File: src/rtl/uart_bus_bridge.sv
// uart_bus_bridge
//   Turns a byte stream from a uart_rx into single on-chip bus transactions
//   and returns the response bytes through a uart_tx.
//   Frames are big-endian (MSB byte first):
//     read : 0x52, addr[ADDR_WIDTH/8 bytes]
//     write: 0x57, addr[ADDR_WIDTH/8 bytes], data[DATA_WIDTH/8 bytes]
//   Responses: 0x4B ('K') [+ read data bytes], 0x45 ('E') on bus timeout,
//   0x3F ('?') on an unknown command byte.
//
// Ports
//   clk, n_rst          clock, asynchronous active-low reset
//   i_rx_data/_valid    received byte, one-cycle valid pulse
//   o_tx_data/_valid    byte to transmit; i_tx_busy from the transmitter
//   o_bus_req/_rnw/_addr/_wdata, i_bus_ack, i_bus_rdata   bus master side
//   o_busy              a frame is in progress (state is not IDLE)
//   o_err               one-cycle pulse: bad command, RX gap timeout,
//                       bus timeout, or a byte dropped while busy
//   dbg_state           current FSM state (IDLE=0 ADDR=1 WDATA=2 BUS=3 RESP=4)
//
// Handshakes
//   rx : i_rx_data is taken in any cycle i_rx_data_valid is high; there is no
//        back-pressure, so bytes arriving in BUS or RESP are dropped.
//   tx : a byte is consumed in a cycle with o_tx_data_valid=1 and
//        i_tx_busy=0; valid then stays low for one cycle so the transmitter
//        can raise busy before the next byte is offered.
//   bus: o_bus_req is held with stable rnw/addr/wdata until the cycle
//        i_bus_ack is seen (read data sampled that cycle) or the timeout.
module uart_bus_bridge #(
  parameter int ADDR_WIDTH  = 32,
  parameter int DATA_WIDTH  = 32,
  parameter int RX_TIMEOUT  = 500000,
  parameter int BUS_TIMEOUT = 1024
) (
  input  logic                  clk,
  input  logic                  n_rst,
  input  logic [7:0]            i_rx_data,
  input  logic                  i_rx_data_valid,
  output logic [7:0]            o_tx_data,
  output logic                  o_tx_data_valid,
  input  logic                  i_tx_busy,
  output logic                  o_bus_req,
  output logic                  o_bus_rnw,
  output logic [ADDR_WIDTH-1:0] o_bus_addr,
  output logic [DATA_WIDTH-1:0] o_bus_wdata,
  input  logic                  i_bus_ack,
  input  logic [DATA_WIDTH-1:0] i_bus_rdata,
  output logic                  o_busy,
  output logic                  o_err,
  output logic [2:0]            dbg_state
);

  localparam int ABYTES = ADDR_WIDTH / 8;
  localparam int DBYTES = DATA_WIDTH / 8;
  localparam int MAXB   = (ABYTES > DBYTES) ? ABYTES : DBYTES;
  localparam int BC_W   = $clog2(MAXB) + 1;
  localparam int GAP_W  = $clog2(RX_TIMEOUT) + 1;
  localparam int BTO_W  = $clog2(BUS_TIMEOUT) + 1;
  localparam int RL_W   = $clog2(DBYTES + 1) + 1;
  localparam int RESP_W = 8 + DATA_WIDTH;

  localparam logic [7:0] CMD_READ  = 8'h52;
  localparam logic [7:0] CMD_WRITE = 8'h57;
  localparam logic [7:0] RSP_OK    = 8'h4B;
  localparam logic [7:0] RSP_BUSTO = 8'h45;
  localparam logic [7:0] RSP_BAD   = 8'h3F;

  typedef enum logic [2:0] {
    S_IDLE  = 3'd0,
    S_ADDR  = 3'd1,
    S_WDATA = 3'd2,
    S_BUS   = 3'd3,
    S_RESP  = 3'd4
  } state_t;

  state_t                state_q, state_d;
  logic                  rnw_q, rnw_d;
  logic [ADDR_WIDTH-1:0] addr_q, addr_d;
  logic [DATA_WIDTH-1:0] wdata_q, wdata_d;
  logic [BC_W-1:0]       byte_cnt_q, byte_cnt_d;
  logic [GAP_W-1:0]      gap_cnt_q, gap_cnt_d;
  logic [BTO_W-1:0]      bus_cnt_q, bus_cnt_d;
  logic                  req_q, req_d;
  logic                  tx_valid_q, tx_valid_d;
  // Response bytes are queued MSB first; the top byte is the one on o_tx_data.
  logic [RESP_W-1:0]     resp_q, resp_d;
  logic [RL_W-1:0]       resp_left_q, resp_left_d;
  logic                  err_q, err_d;

  always_ff @(posedge clk or negedge n_rst) begin
    if (!n_rst) begin
      state_q     <= S_IDLE;
      rnw_q       <= 1'b0;
      addr_q      <= '0;
      wdata_q     <= '0;
      byte_cnt_q  <= '0;
      gap_cnt_q   <= '0;
      bus_cnt_q   <= '0;
      req_q       <= 1'b0;
      tx_valid_q  <= 1'b0;
      resp_q      <= '0;
      resp_left_q <= '0;
      err_q       <= 1'b0;
    end else begin
      state_q     <= state_d;
      rnw_q       <= rnw_d;
      addr_q      <= addr_d;
      wdata_q     <= wdata_d;
      byte_cnt_q  <= byte_cnt_d;
      gap_cnt_q   <= gap_cnt_d;
      bus_cnt_q   <= bus_cnt_d;
      req_q       <= req_d;
      tx_valid_q  <= tx_valid_d;
      resp_q      <= resp_d;
      resp_left_q <= resp_left_d;
      err_q       <= err_d;
    end
  end

  always_comb begin
    state_d     = state_q;
    rnw_d       = rnw_q;
    addr_d      = addr_q;
    wdata_d     = wdata_q;
    byte_cnt_d  = byte_cnt_q;
    gap_cnt_d   = gap_cnt_q;
    bus_cnt_d   = bus_cnt_q;
    req_d       = req_q;
    tx_valid_d  = tx_valid_q;
    resp_d      = resp_q;
    resp_left_d = resp_left_q;
    err_d       = 1'b0;

    case (state_q)
      S_IDLE: begin
        byte_cnt_d = '0;
        gap_cnt_d  = '0;
        bus_cnt_d  = '0;
        if (i_rx_data_valid) begin
          if (i_rx_data == CMD_READ) begin
            rnw_d   = 1'b1;
            state_d = S_ADDR;
          end else if (i_rx_data == CMD_WRITE) begin
            rnw_d   = 1'b0;
            state_d = S_ADDR;
          end else begin
            resp_d      = {RSP_BAD, {DATA_WIDTH{1'b0}}};
            resp_left_d = RL_W'(1);
            tx_valid_d  = 1'b1;
            err_d       = 1'b1;
            state_d     = S_RESP;
          end
        end
      end

      S_ADDR, S_WDATA: begin
        // A byte in the same cycle the gap limit is hit wins over the timeout.
        if (i_rx_data_valid) begin
          gap_cnt_d = '0;
          if (state_q == S_ADDR) begin
            addr_d = (addr_q << 8) | ADDR_WIDTH'(i_rx_data);
            if (byte_cnt_q == BC_W'(ABYTES - 1)) begin
              byte_cnt_d = '0;
              state_d    = rnw_q ? S_BUS : S_WDATA;
            end else begin
              byte_cnt_d = byte_cnt_q + BC_W'(1);
            end
          end else begin
            wdata_d = (wdata_q << 8) | DATA_WIDTH'(i_rx_data);
            if (byte_cnt_q == BC_W'(DBYTES - 1)) begin
              byte_cnt_d = '0;
              state_d    = S_BUS;
            end else begin
              byte_cnt_d = byte_cnt_q + BC_W'(1);
            end
          end
        end else if (gap_cnt_q == GAP_W'(RX_TIMEOUT - 1)) begin
          gap_cnt_d  = '0;
          byte_cnt_d = '0;
          err_d      = 1'b1;
          state_d    = S_IDLE;
        end else begin
          gap_cnt_d = gap_cnt_q + GAP_W'(1);
        end
      end

      S_BUS: begin
        if (i_rx_data_valid) err_d = 1'b1;
        if (!req_q) begin
          // Entry cycle: raise the request for the following cycle.
          req_d     = 1'b1;
          bus_cnt_d = '0;
        end else if (i_bus_ack) begin
          // Ack on the last allowed cycle still counts as success.
          req_d       = 1'b0;
          resp_d      = rnw_q ? {RSP_OK, i_bus_rdata} : {RSP_OK, {DATA_WIDTH{1'b0}}};
          resp_left_d = rnw_q ? RL_W'(DBYTES + 1) : RL_W'(1);
          tx_valid_d  = 1'b1;
          state_d     = S_RESP;
        end else if (bus_cnt_q == BTO_W'(BUS_TIMEOUT - 1)) begin
          req_d       = 1'b0;
          resp_d      = {RSP_BUSTO, {DATA_WIDTH{1'b0}}};
          resp_left_d = RL_W'(1);
          tx_valid_d  = 1'b1;
          err_d       = 1'b1;
          state_d     = S_RESP;
        end else begin
          bus_cnt_d = bus_cnt_q + BTO_W'(1);
        end
      end

      S_RESP: begin
        if (i_rx_data_valid) err_d = 1'b1;
        if (tx_valid_q) begin
          if (!i_tx_busy) begin
            tx_valid_d  = 1'b0;
            resp_d      = resp_q << 8;
            resp_left_d = resp_left_q - RL_W'(1);
            if (resp_left_q == RL_W'(1)) state_d = S_IDLE;
          end
        end else begin
          // One-cycle gap after a consume is over; offer the next byte.
          tx_valid_d = 1'b1;
        end
      end

      default: state_d = S_IDLE;
    endcase
  end

  assign o_tx_data       = resp_q[RESP_W-1 -: 8];
  assign o_tx_data_valid = tx_valid_q;
  assign o_bus_req       = req_q;
  assign o_bus_rnw       = rnw_q;
  assign o_bus_addr      = addr_q;
  assign o_bus_wdata     = wdata_q;
  assign o_busy          = (state_q != S_IDLE);
  assign o_err           = err_q;
  assign dbg_state       = state_q;

endmodule

File: config.mk
export PLATFORM = sky130hd
export DESIGN_NAME = uart_bus_bridge
export DESIGN_NICKNAME = d
export VERILOG_FILES = /design/src/rtl/uart_bus_bridge.sv
export SDC_FILE = /design/constraint.sdc
export NUM_CORES = 1
export LEC_CHECK = 0
export CORE_ASPECT_RATIO = 0.8
export CORE_MARGIN = 2
export CORE_UTILIZATION = 57
export DETAILED_ROUTE_END_ITERATION = 12
export PLACE_DENSITY = 0.83
export SLEW_MARGIN = 20
export SYNTH_ARGS = -nofsm -noshare
export SYNTH_HDL_FRONTEND = slang
export SYNTH_SLANG_ARGS = --single-unit
export TNS_END_PERCENT = 20
File: constraint.sdc
create_clock -name clk -period 4.6 [get_ports clk]
set_clock_uncertainty 0.05 [all_clocks]
set_input_delay 0.46 -clock clk [delete_from_list [all_inputs] [get_ports clk]]
set_output_delay 0.46 -clock clk [all_outputs]
set_load 0.02 [all_outputs]
* Word level (Yosys, flattened, before mapping) *
Index checks and enable logic that the tools add are counted.

operators by class
  $add $sub $neg = 4
  multipliers = 0
  divide/modulo/power cells = 0
  magnitude comparators = 0
  equal/unequal tests = 22
  shift-type cells = 0
  mux-type cells = 70
  bitwise gates (word level) = 3
  reductions and logical operators = 15

operator list
  cell                                             count
  2-to-1 mux 40 bit                                8
  one-hot mux 40 bit (3 select lines)              1
  OR 32 x 8 -> 32 bit                              2
  2-to-1 mux 3 bit                                 17
  2-to-1 mux 20 bit                                2
  one-hot mux 20 bit (2 select lines)              1
  2-to-1 mux 11 bit                                3
  2-to-1 mux 32 bit                                1
  2-to-1 mux 4 bit                                 8
  2-to-1 mux 1 bit                                 23
  one-hot mux 11 bit (2 select lines)              1
  adder 20 x 1 -> 20 bit, second input constant    1
  == test 20 x 19 -> 1 bit, second input constant  1
  == test 8 x 7 -> 1 bit, second input constant    2
  AND reduction 8 bit                              2
  inequality test 3 bit, second input constant     5
  inequality test 2 bit, second input constant     7
  one-hot mux 3 bit (4 select lines)               1
  one-hot mux 4 bit (3 select lines)               1
  AND reduction 3 bit                              4
  adder 11 x 1 -> 11 bit, second input constant    1
  == test 11 x 10 -> 1 bit, second input constant  1
  == test 3 x 2 -> 1 bit, second input constant    3
  one-hot mux 3 bit (2 select lines)               1
  other kinds (14)                                 17

storage, ports and cells
  flip-flop bits (word level) = 149
  bits in latches = 0
  memory bits (writable) = 0
  memory bits (read-only) = 0
  input port bits = 45
  output and inout port bits = 80
  logic and storage cells = 126
  memories = 0

* Longest topological paths before layout *
  word-level depth = 5
  depth in mapped cells = 9

* Worst setup path before layout *
Ideal clock, no wire load.

  path kind = register to register
  start point = register state_q[1] (netlist: dbg_state[1])
  end point = register resp_q[29]
  library setup time = 0.125 ns
  arrival = 2.365 ns
  required time = 4.425 ns
  path slack = 2.060 ns
  stages on the path, launching flop included = 9
  path buffers = 2
  period minus slack after synthesis = 2.540 ns
  cells stage by stage = dfrtp_1 nor3_1 inv_1 a31oi_1 or3_1 clkbuf_1 and2_4 buf_6 mux2_2

between the ends
  longest elaborated chain between the ends = 3
  elaborated cells on any way between the ends = 13
  those cells by class = eq/ne: 9; mux: 1; reduce/logical: 3

ends and longest elaborated chain
  item                                                     RTL line  text
  start: declaration                                       75        state_t state_q, state_d;
  start signal: assignment                                 104       state_q <= state_d;
  == test 3 x 2 -> 1 bit (tied with other cells)           133       case (state_q)
  inequality test 3 bit (no line) (tied with other cells)  -
  AND reduction 8 bit (no line)                            -
  end signal: assignment                                   113       resp_q <= resp_d;
  end: declaration                                         85        logic [RESP_W-1:0] resp_q, resp_d;

Parallel ways exist; a longest one is shown, timed or not.
A chain may end at the register's enable or synchronous reset.

* Worst setup path in the final report *
  start point = register bus_cnt_q[0]
  end point = register resp_q[22]

between the ends
  longest elaborated chain between the ends = 3

ends and longest elaborated chain
  item                             RTL line  text
  start: declaration               81        logic [BTO_W-1:0] bus_cnt_q, bus_cnt_d;
  start signal: assignment         110       bus_cnt_q <= bus_cnt_d;
  == test 11 x 10 -> 1 bit         199       end else if (bus_cnt_q == BTO_W'(BUS_TIMEOUT - 1)) begin
  inequality test 3 bit (no line)  -
  AND reduction 8 bit (no line)    -

No other way between the ends.

==> results by group <==
Clocking
  • Clock latency on the worst-skew pair: 420 ps
  • Clock sink count: 149
  • Number of buffers inserted during clock tree synthesis: 17
  • Cells resized by post-CTS repair: 0
  • Deepest level of the CTS H-tree: 4
  • Post-CTS clock slew at the launch and capture registers of the worst setup and hold paths: 60 ps
  • Number of hold buffers added after cts: 0
  • Post-CTS setup buffers: 0
  • CTS tree: yes
  • CTS max path bufs: 2
  • Clock root buffer master: sky130_fd_sc_hd__clkbuf_16

STA
  • Max-Slew Margin vs Limit: 34.6%
  • Portion of the clock cycle consumed by the worst path in the final layout: 65.9%
  • Final Hold Vio Count: 0
  • Upper clock frequency limit: 330 MHz
  • Unrepaired setup endpoints after global routing: no
  • Final setup vio count: 0
  • Max Transition Viols Final: 0
  • Post-route minimum period: 3030 ps
  • Post-route setup TNS: 0 ps
  • Slew @ Worst Pin: 982 ps

Logic synthesis
  • Combined area of all synthesized cells: 6830 um^2
  • Syn nets: 635
  • Yosys cell types: 56
  • Cells taking the most area after synthesis: sky130_fd_sc_hd__dfrtp_1 55%, sky130_fd_sc_hd__mux2_2 15%, sky130_fd_sc_hd__a22o_1 2.4%
  • Proportion of register bits with asynchronous set or reset after synthesis: 100%
  • Synth Flop Type: sky130_fd_sc_hd__dfrtp_1
  • Number of flops mapped to enable cells by yosys: 0
  • Proportion of netlist area held by the largest area contributor: 54.6%
  • Number of warnings issued by yosys: 0
  • Share of the yosys chip area belonging to registers: 54.6%
  • Avg Cell Area, Syn: 11.7 um^2
  • Top post-synthesis cells by count: 149 x sky130_fd_sc_hd__dfrtp_1, 93 x sky130_fd_sc_hd__mux2_2, 44 x sky130_fd_sc_hd__nor2_1
  • #FFs+latches synth: 149
  • Leading area contributor after synthesis: sky130_fd_sc_hd__dfrtp_1
  • Synthesized instance count: 585
  • Dominant cell by count in the synthesized netlist: sky130_fd_sc_hd__dfrtp_1

Power and ir drop
  • Switching Fraction: 30.2%
  • Share of total power in the clock network: 39.4%
  • LEAKAGE: 0.00390 uW
  • Logic pwr share: 19.9%
  • Net switching power of the design: 1120 uW
  • Power density over the cells: 425 nW/um^2
  • Sequential cell fraction of total power: 40.7%
  • Total power of the final layout: 3690 uW
  • Max rail drop VDD: 0.000324 V
  • Cell-internal power: 2580 uW

GRT
  • Via count of the first global-routing pass: 5293
  • Overall fraction of global-route tracks in use: 26.4%
  • Total congestion overflow: 0
  • Number of antenna violations at the first check in global routing: 0
  • Global-route wire length before repair: 26900 um
  • Largest net degree at the start of global routing: 114

Route
  • Average wire per standard cell: 19.0 um
  • DR DRC count: 0
  • Count of TritonRoute iterations in the first routing pass: 4
  • Detailed-route vias per instance: 5.93
  • Post-detailed-route count of antenna-violating nets: 0
  • Iteration-0 DRC count of the detailed router: 318
  • Aggregate routed wire length: 16200 um
  • Total number of vias: 5070

Place
  • Port buffer count: 124
  • HPWL after detailed placement: 10700 um
  • Gpl congestion: 0.859
  • Cell area after placement: 8060 um^2

Finish
  • Footprint of the multi-input gates: 2790 um^2
  • Filler Cells Inserted: 719
  • Share of cells above drive strength 1: 19.7%
  • Final cell area excluding filler cells: 8690 um^2
  • Total area of sequential cells: 3730 um^2
  • Area growth from synthesis to layout: 27.2%
  • Layout net count: 744
  • Diode insertion count for antenna repair: 0

Die
  • Full die area: 12900 um^2
  • Horizontal extent of the die: 126 um
  • Standard-cell row count: 35
  • Number of top-level design ports: 125
  • Placeable core region: 11600 um^2
  • Die Y-Extent: 102 um
  • Initial Utilization: 58.9%

Critical path
  • Logic depth of the worst register-to-register path: 6
  • Source of the critical timing path: bus_cnt_q[0]
  • Arrival time of data at the critical path endpoint: 3280 ps
  • Endpoint kind of the worst setup timing path: flop
  • Data required time of the critical path: 4850 ps
  • Worst-path fanout max: 39
  • Critical R2R Launch: bus_cnt_q[0]
  • Setup crit start kind: flop
  • Type of the worst setup path: flop to flop

Run
  • # Max-Cap Violations: 0

Run status
  • Result of the run: completed

Min path
  • Worst min-delay path category: input port to async pin
sequential cells by signal, indices dropped and copies added (netlist names):
| register | count |
|---|---|
| bus_cnt_q | 11 |
| byte_cnt_q | 3 |
| dbg_state | 3 |
| gap_cnt_q | 20 |
| o_bus_addr | 32 |
| o_bus_req | 1 |
| o_bus_rnw | 1 |
| o_bus_wdata | 32 |
| o_err | 1 |
| o_tx_data_valid | 1 |
| resp_left_q | 4 |
| resp_q | 40 |
placed cells by master (no fill, tap or decap), types with 3 or more instances in the layout:
cell	count
sky130_fd_sc_hd__clkinv_4	4
sky130_fd_sc_hd__and3_1	4
sky130_fd_sc_hd__or3_1	6
sky130_fd_sc_hd__nand4_1	11
sky130_fd_sc_hd__a221o_1	4
sky130_fd_sc_hd__clkbuf_16	17
sky130_fd_sc_hd__buf_4	4
sky130_fd_sc_hd__o21ai_0	29
sky130_fd_sc_hd__inv_6	3
sky130_fd_sc_hd__nand2_1	37
sky130_fd_sc_hd__ha_1	5
sky130_fd_sc_hd__clkdlybuf4s50_1	123
sky130_fd_sc_hd__nand2b_1	4
sky130_fd_sc_hd__xnor2_1	6
sky130_fd_sc_hd__clkinvlp_4	3
sky130_fd_sc_hd__a21oi_1	11
sky130_fd_sc_hd__a31oi_1	3
sky130_fd_sc_hd__o21a_1	5
sky130_fd_sc_hd__bufinv_16	3
sky130_fd_sc_hd__a22o_1	19
sky130_fd_sc_hd__o211ai_1	3
sky130_fd_sc_hd__mux2_2	93
sky130_fd_sc_hd__nor4_1	5
sky130_fd_sc_hd__mux2i_1	11
sky130_fd_sc_hd__nor3_1	10
sky130_fd_sc_hd__dfrtp_1	149
sky130_fd_sc_hd__xor2_1	5
sky130_fd_sc_hd__nand3_1	13
sky130_fd_sc_hd__nand3b_1	3
sky130_fd_sc_hd__a21o_1	4
sky130_fd_sc_hd__inv_1	25
sky130_fd_sc_hd__nor2_1	43
sky130_fd_sc_hd__o31ai_1	3
layer usage:
layer	GRT usage, %	routed length (um)	vias to the layer above
li1	-	-	2304
met1	34.7	6930	2579
met2	43.9	8280	159
met3	5.18	677	28
met4	10.7	320	0
met5	0	0	-
path summary, 6_finish.rpt:
path | endpoint | slack [ps]
max | resp_q[22] | 1570
min | gap_cnt_q[1] | 110
max reg2reg | resp_q[22] | 1570
min reg2reg | resp_q[24] | 450
max in group asynchronous | o_bus_wdata[28] | 3350
min in group clk | resp_q[24] | 450
critical path, cell delays in order, from the launching register on:
cell                       delay (ps)
sky130_fd_sc_hd__dfrtp_1          400
sky130_fd_sc_hd__ha_1             230
sky130_fd_sc_hd__nand3_2          170
sky130_fd_sc_hd__or3_1            510
sky130_fd_sc_hd__a221oi_4         540
sky130_fd_sc_hd__and2_4           590
sky130_fd_sc_hd__mux2_2           410
metrics by stage:
step	util, %	hold WS [ps]	cells	setup slack (ps)
5_1_grt	74.9	197	855	1350
3_5_place_dp	69.5	425	823	1540
3_3_place_gp	69.5	410	823	1610
4_1_cts	74.8	176	855	1580
2_1_floorplan	-	114	585	2060
6_report	74.9	115	855	1570
power by group through the flow:
stage	clock, uW	combinational [uW]	sequential [uW]
floorplan	0	569	1510
CTS	1470	737	1500
global route	1530	805	1510
global placement	0	695	1510
detailed placement	0	727	1520
finish	1450	736	1500
cells by family (layout without fill, tap and decap cells):
family          after synthesis  count (layout)  share of synthesized area (%)
simple gates                155             155                           11.3
flops                       149             149                           54.6
mux                         104             104                           16.9
compound gates               98              98                           10.2
buf+inv                      63             185                           4.71
xor+xnor                     11              11                           1.41
fa+ha+maj                     5               5                          0.916
cell type report:
class	count	share of cell area [%]
clock buffers	17	4.90
clock inverters	15	2.26
inverters	25	1.08
multi-input cells	373	32.1
flip-flops and latches	149	42.9
well taps	148	2.13
repair buffers	128	14.7
Note: power is estimated with default switching activity, not from simulation.
